<file path="config.mk">
export PLATFORM = sky130hd
export DESIGN_NAME = idma_desc64_credit_counter
export DESIGN_NICKNAME = d
export VERILOG_FILES = /design/src/rtl/idma_desc64_credit_counter.sv
export SDC_FILE = /design/constraint.sdc
export NUM_CORES = 1
export LEC_CHECK = 0
export ABC_AREA = 1
export BUFFER_PORTS_ARGS = -buffer_cell sky130_fd_sc_hd__buf_4
export CORE_UTILIZATION = 38
export DETAILED_ROUTE_END_ITERATION = 10
export HOLD_SLACK_MARGIN = 0.03
export PLACE_DENSITY_LB_ADDON = 0.12
export SYNTH_ARGS = -nofsm -noshare
export SYNTH_HDL_FRONTEND = slang
export SYNTH_SLANG_ARGS = --single-unit
</file>
<file path="constraint.sdc">
create_clock -name clk_i -period 2.7 [get_ports clk_i]
set_input_delay 0.54 -clock clk_i [delete_from_list [all_inputs] [get_ports clk_i]]
set_output_delay 0.54 -clock clk_i [all_outputs]
set_load 0.005 [all_outputs]
</file>
<file path="src/rtl/idma_desc64_credit_counter.sv">
// Multi-channel credit counter for the 64-bit descriptor frontend.
// Each channel applies the net change (inc - dec) in a single update.
// Underflow clamps at zero. Overflow either wraps or saturates.
// Sticky error flags and a threshold compare are kept per channel.

module idma_desc64_credit_counter_chan #(
    parameter int unsigned CounterWidth     = 4,
    parameter int unsigned StepWidth        = 2,
    parameter bit          SaturateOverflow = 1'b0
) (
    input  logic                    clk_i,
    input  logic                    rst_ni,
    input  logic                    clear_i,
    input  logic                    err_clear_i,
    input  logic                    increment_i,
    input  logic [StepWidth-1:0]    inc_amount_i,
    input  logic                    decrement_i,
    input  logic [StepWidth-1:0]    dec_amount_i,
    input  logic [CounterWidth-1:0] threshold_i,
    output logic [CounterWidth-1:0] count_o,
    output logic                    greater_than_zero_o,
    output logic                    at_threshold_o,
    output logic                    overflow_o,
    output logic                    underflow_o
);
    // Two guard bits: one for carry above max, one as the sign bit.
    localparam int unsigned RawWidth = CounterWidth + StepWidth + 2;

    logic [CounterWidth-1:0] counter_q, counter_d;
    logic                    overflow_q, overflow_d;
    logic                    underflow_q, underflow_d;
    logic [RawWidth-1:0]     inc_ext, dec_ext, raw;
    logic                    raw_neg, raw_big;
    logic                    ovf_event, udf_event;

    // Zero-extended gated step amounts and the signed raw sum.
    always_comb begin
        inc_ext = '0;
        dec_ext = '0;
        if (increment_i) inc_ext = RawWidth'(inc_amount_i);
        if (decrement_i) dec_ext = RawWidth'(dec_amount_i);
        raw     = RawWidth'(counter_q) + inc_ext - dec_ext;
        raw_neg = raw[RawWidth-1];
        raw_big = |raw[RawWidth-2:CounterWidth];
    end

    // Next counter value; clear beats any request and suppresses events.
    always_comb begin
        counter_d = raw[CounterWidth-1:0];
        ovf_event = 1'b0;
        udf_event = 1'b0;
        if (clear_i) begin
            counter_d = '0;
        end else if (raw_neg) begin
            counter_d = '0;
            udf_event = 1'b1;
        end else if (raw_big) begin
            ovf_event = 1'b1;
            if (SaturateOverflow) counter_d = '1;
        end
    end

    // Sticky flags: a same-cycle event wins over err_clear_i.
    always_comb begin
        overflow_d  = overflow_q;
        underflow_d = underflow_q;
        if (err_clear_i) begin
            overflow_d  = 1'b0;
            underflow_d = 1'b0;
        end
        if (ovf_event) overflow_d  = 1'b1;
        if (udf_event) underflow_d = 1'b1;
    end

    // State registers with asynchronous reset.
    always_ff @(posedge clk_i or negedge rst_ni) begin
        if (!rst_ni) begin
            counter_q   <= '0;
            overflow_q  <= 1'b0;
            underflow_q <= 1'b0;
        end else begin
            counter_q   <= counter_d;
            overflow_q  <= overflow_d;
            underflow_q <= underflow_d;
        end
    end

    // Status outputs depend only on registered state and threshold_i.
    always_comb begin
        count_o             = counter_q;
        greater_than_zero_o = (counter_q != '0);
        at_threshold_o      = (counter_q >= threshold_i);
        overflow_o          = overflow_q;
        underflow_o         = underflow_q;
    end
endmodule

module idma_desc64_credit_counter #(
    parameter int unsigned NumChannels      = 2,
    parameter int unsigned CounterWidth     = 4,
    parameter int unsigned StepWidth        = 2,
    parameter bit          SaturateOverflow = 1'b0
) (
    input  logic                                clk_i,
    input  logic                                rst_ni,
    input  logic [NumChannels-1:0]              clear_i,
    input  logic [NumChannels-1:0]              err_clear_i,
    input  logic [NumChannels-1:0]              increment_i,
    input  logic [NumChannels*StepWidth-1:0]    inc_amount_i,
    input  logic [NumChannels-1:0]              decrement_i,
    input  logic [NumChannels*StepWidth-1:0]    dec_amount_i,
    input  logic [NumChannels*CounterWidth-1:0] threshold_i,
    output logic [NumChannels*CounterWidth-1:0] count_o,
    output logic [NumChannels-1:0]              greater_than_zero_o,
    output logic [NumChannels-1:0]              at_threshold_o,
    output logic [NumChannels-1:0]              overflow_o,
    output logic [NumChannels-1:0]              underflow_o
);
    // One fully independent counter per channel.
    for (genvar c = 0; c < NumChannels; c++) begin : g_chan
        idma_desc64_credit_counter_chan #(
            .CounterWidth     (CounterWidth),
            .StepWidth        (StepWidth),
            .SaturateOverflow (SaturateOverflow)
        ) i_chan (
            .clk_i               (clk_i),
            .rst_ni              (rst_ni),
            .clear_i             (clear_i[c]),
            .err_clear_i         (err_clear_i[c]),
            .increment_i         (increment_i[c]),
            .inc_amount_i        (inc_amount_i[c*StepWidth +: StepWidth]),
            .decrement_i         (decrement_i[c]),
            .dec_amount_i        (dec_amount_i[c*StepWidth +: StepWidth]),
            .threshold_i         (threshold_i[c*CounterWidth +: CounterWidth]),
            .count_o             (count_o[c*CounterWidth +: CounterWidth]),
            .greater_than_zero_o (greater_than_zero_o[c]),
            .at_threshold_o      (at_threshold_o[c]),
            .overflow_o          (overflow_o[c]),
            .underflow_o         (underflow_o[c])
        );
    end
endmodule

</file>
==> out/qor.txt <==
Status: completed
Routed WL: 2451 µm
RSZ-0062 raised after global routing: no
Max incr delay on CP: 0.54 ns
Area contributors post-synth: dfrtp_1 (24%), ha_1 (16%), inv_1 (11%)
Slew Viols, Final: 0
CTS tree: yes
IO buf count: 41
Worst-margin pin slew: 0.3060 ns
Crit-path max FO: 4
Vias in the first global route: 1,010
Final period utilization: 0.8665
Routability cong.: 0.7152
CP delay by family, top: adder cells
CTS Root Cell: clkbuf_4
Reg-to-Reg End: g_chan[1].i_chan.count_o[2]
VDD IR max: 0.0003334 V
Final setup violation count: 0
Register area share after synthesis: 0.2395
Cell Area, Synth: 1254 µm²
Nets: 252
R2R depth: 11
CP cell instances: buf_4 -> nand2_1 -> inv_1 -> ha_1 -> inv_1 -> fa_1 -> inv_1 -> ha_1 -> a21oi_1 -> nand3_2 -> nor2_1 -> nor2_2 -> inv_2 -> nor2_2
Layout cells sized above 1: 0.3317
Post-Syn Instances: 168
Final setup skew: 0.004268 ns
Count of cell types in the netlist: 21
Num CTS Buffers: 3
WS Path Type: in2reg
Cell Pwr Density: 812.4 nW/µm²
P_leak: 0.9424 nW
RR Startpoint: g_chan[1].i_chan.count_o[0]
Initial DRC Count: 49
Post-CTS Setup Inserts: 0
DP HPWL: 2119 µm
Site Rows: 20
Startpoint types: input port
Number of max-cap violations: 0
Vert. Die Dim: 59.44 µm
Total gr overflow: 0
Largest net degree at the start of global routing: 13
Crit end category: register
First-pass GRT wire length: 4015 µm
Die area: 3533 µm²
Net count after synthesis: 214
Core area: 3103 µm²
Yosys reg bits: 12
Remaining antenna violation count after routing: 0
Cts repair resizes: 0
Syn-to-layout area delta: 27.05%
Post-CTS Hold Buffers: 0
Residual DRC count: 0
H-tree depth: 1
Worst path slowest cell: fa_1
Clock-pin transition on the worst setup and hold timing paths: 0.08 ns
# IOs: 42
Ys Warns: 0
Peak Freq: 0.4274 GHz
Synth area leader: dfrtp_1
Top-area cell type share of the netlist area: 0.2395
Clk sinks: 12
DR vias: 1,101
Most frequent cells in the layout: buf_4 (41), inv_1 (38), nand2_1 (29)
Starting Density: 0.4040
Drt first pass iters: 4
Routed WL per cell: 9.843 µm
Worst hold path class: in2async
Clk Latency, worst-skew pair: 0.27 ns
Fin. Hold Viols: 0
Setup_tns: 0 ns
CP Data Arrival Time: 2.50 ns
Ant diodes: 0
Shortest period the worst path allows: 2.340 ns
Drt via density: 4.422
Worst path most repeated cell: inv_1
CP required: 2.86 ns
Worst-case hold slack: 0.09046 ns
Tot GR Track Use: 0.1515
Most common cell after layout, fill and taps aside: buf_4
Buf/Inv on CP: 5
Post-synthesis area per instance: 7.463 µm²
Slew margin rel.: 0.7960
Clock buffer depth: 2
Initial antenna violation count: 0
Die W: 59.44 µm
R2R Setup Slk: 0.41 ns
-- how the worst max path moves through the flow --
stage,from,end,slack (ns),cells past startpoint
2_1_floorplan,inc_amount_i[2],g_chan[1].i_chan.count_o[3],0.33,13
3_3_place_gp,increment_i[1],g_chan[1].i_chan.count_o[1],0.16,14
3_5_place_dp,increment_i[1],g_chan[1].i_chan.count_o[3],0.09,14
4_1_cts,increment_i[1],g_chan[1].i_chan.count_o[2],0.37,14
5_1_grt,increment_i[1],g_chan[1].i_chan.count_o[2],0.24,14
6_report,increment_i[1],g_chan[1].i_chan.count_o[2],0.36,14
-- cell type report --
type	count	area, µm²
clock buffer	4	36.28
tap	44	55.05
fill	317	1510
multi-input combinational	106	735.7
timing repair buffer	41	307.8
inverter	42	157.7
sequential	12	300.3
-- per-stage QoR --
stage                     setup WS [ns]  instances  instance area, µm²  power [W]  utilization
after floorplan                  0.3264        168                1254  0.0009472            -
after global placement           0.1603        245                1556   0.001153       0.5016
after detailed placement        0.08882        245                1556   0.001167       0.5016
after CTS                        0.3658        249                1593   0.001316       0.5133
after global routing             0.2361        249                1593   0.001438       0.5133
final                            0.3604        249                1593   0.001294       0.5133
-- registers in the layout, indices dropped and copies added (netlist names) --
register                   count
g_chan.i_chan.overflow_o       2
g_chan.i_chan.count_o          8
g_chan.i_chan.underflow_o      2
-- report_power, final --
part	internal, W	switching [W]
combinational	0.000401	0.000426
clock	0.0000819	0.0000585
sequential	0.000246	0.0000811
total	0.000729	0.000565
-- synth_stat cells --
master,n
inv_1,38
nand2_1,29
ha_1,16
nand3_1,14
dfrtp_1,12
nor2_2,11
buf_4,8
nor2_1,7
nand2_2,5
nand4_1,5
fa_1,4
inv_2,4
a21oi_1,3
nand3_2,2
o211ai_1,2
o31ai_1,2
xor2_1,2
a21boi_1,1
a21oi_4,1
nand3b_1,1
o21ai_1,1
-- layer usage --
metal | part of all wire | wire [µm] | vias up | global-route usage
met5 | 0 | 0 | - | 0
met4 | 0 | 0 | 0 | 0.03061
met3 | 0.045 | 110 | 0 | 0.02620
met2 | 0.46 | 1139 | 30 | 0.2520
met1 | 0.49 | 1201 | 485 | 0.2057
li1 | - | - | 586 | -
-- cell families after synthesis --
| group | share of synthesized area |
|---|---|
| AO/OA/AOI/OAI | 0.05887 |
| XOR/XNOR | 0.01397 |
| adder cells (fa/ha/maj) | 0.2236 |
| AND/OR/NAND/NOR | 0.2904 |
| flip-flops | 0.2395 |
| buffers and inverters | 0.1737 |
Power figures use the tool's default switching activity.
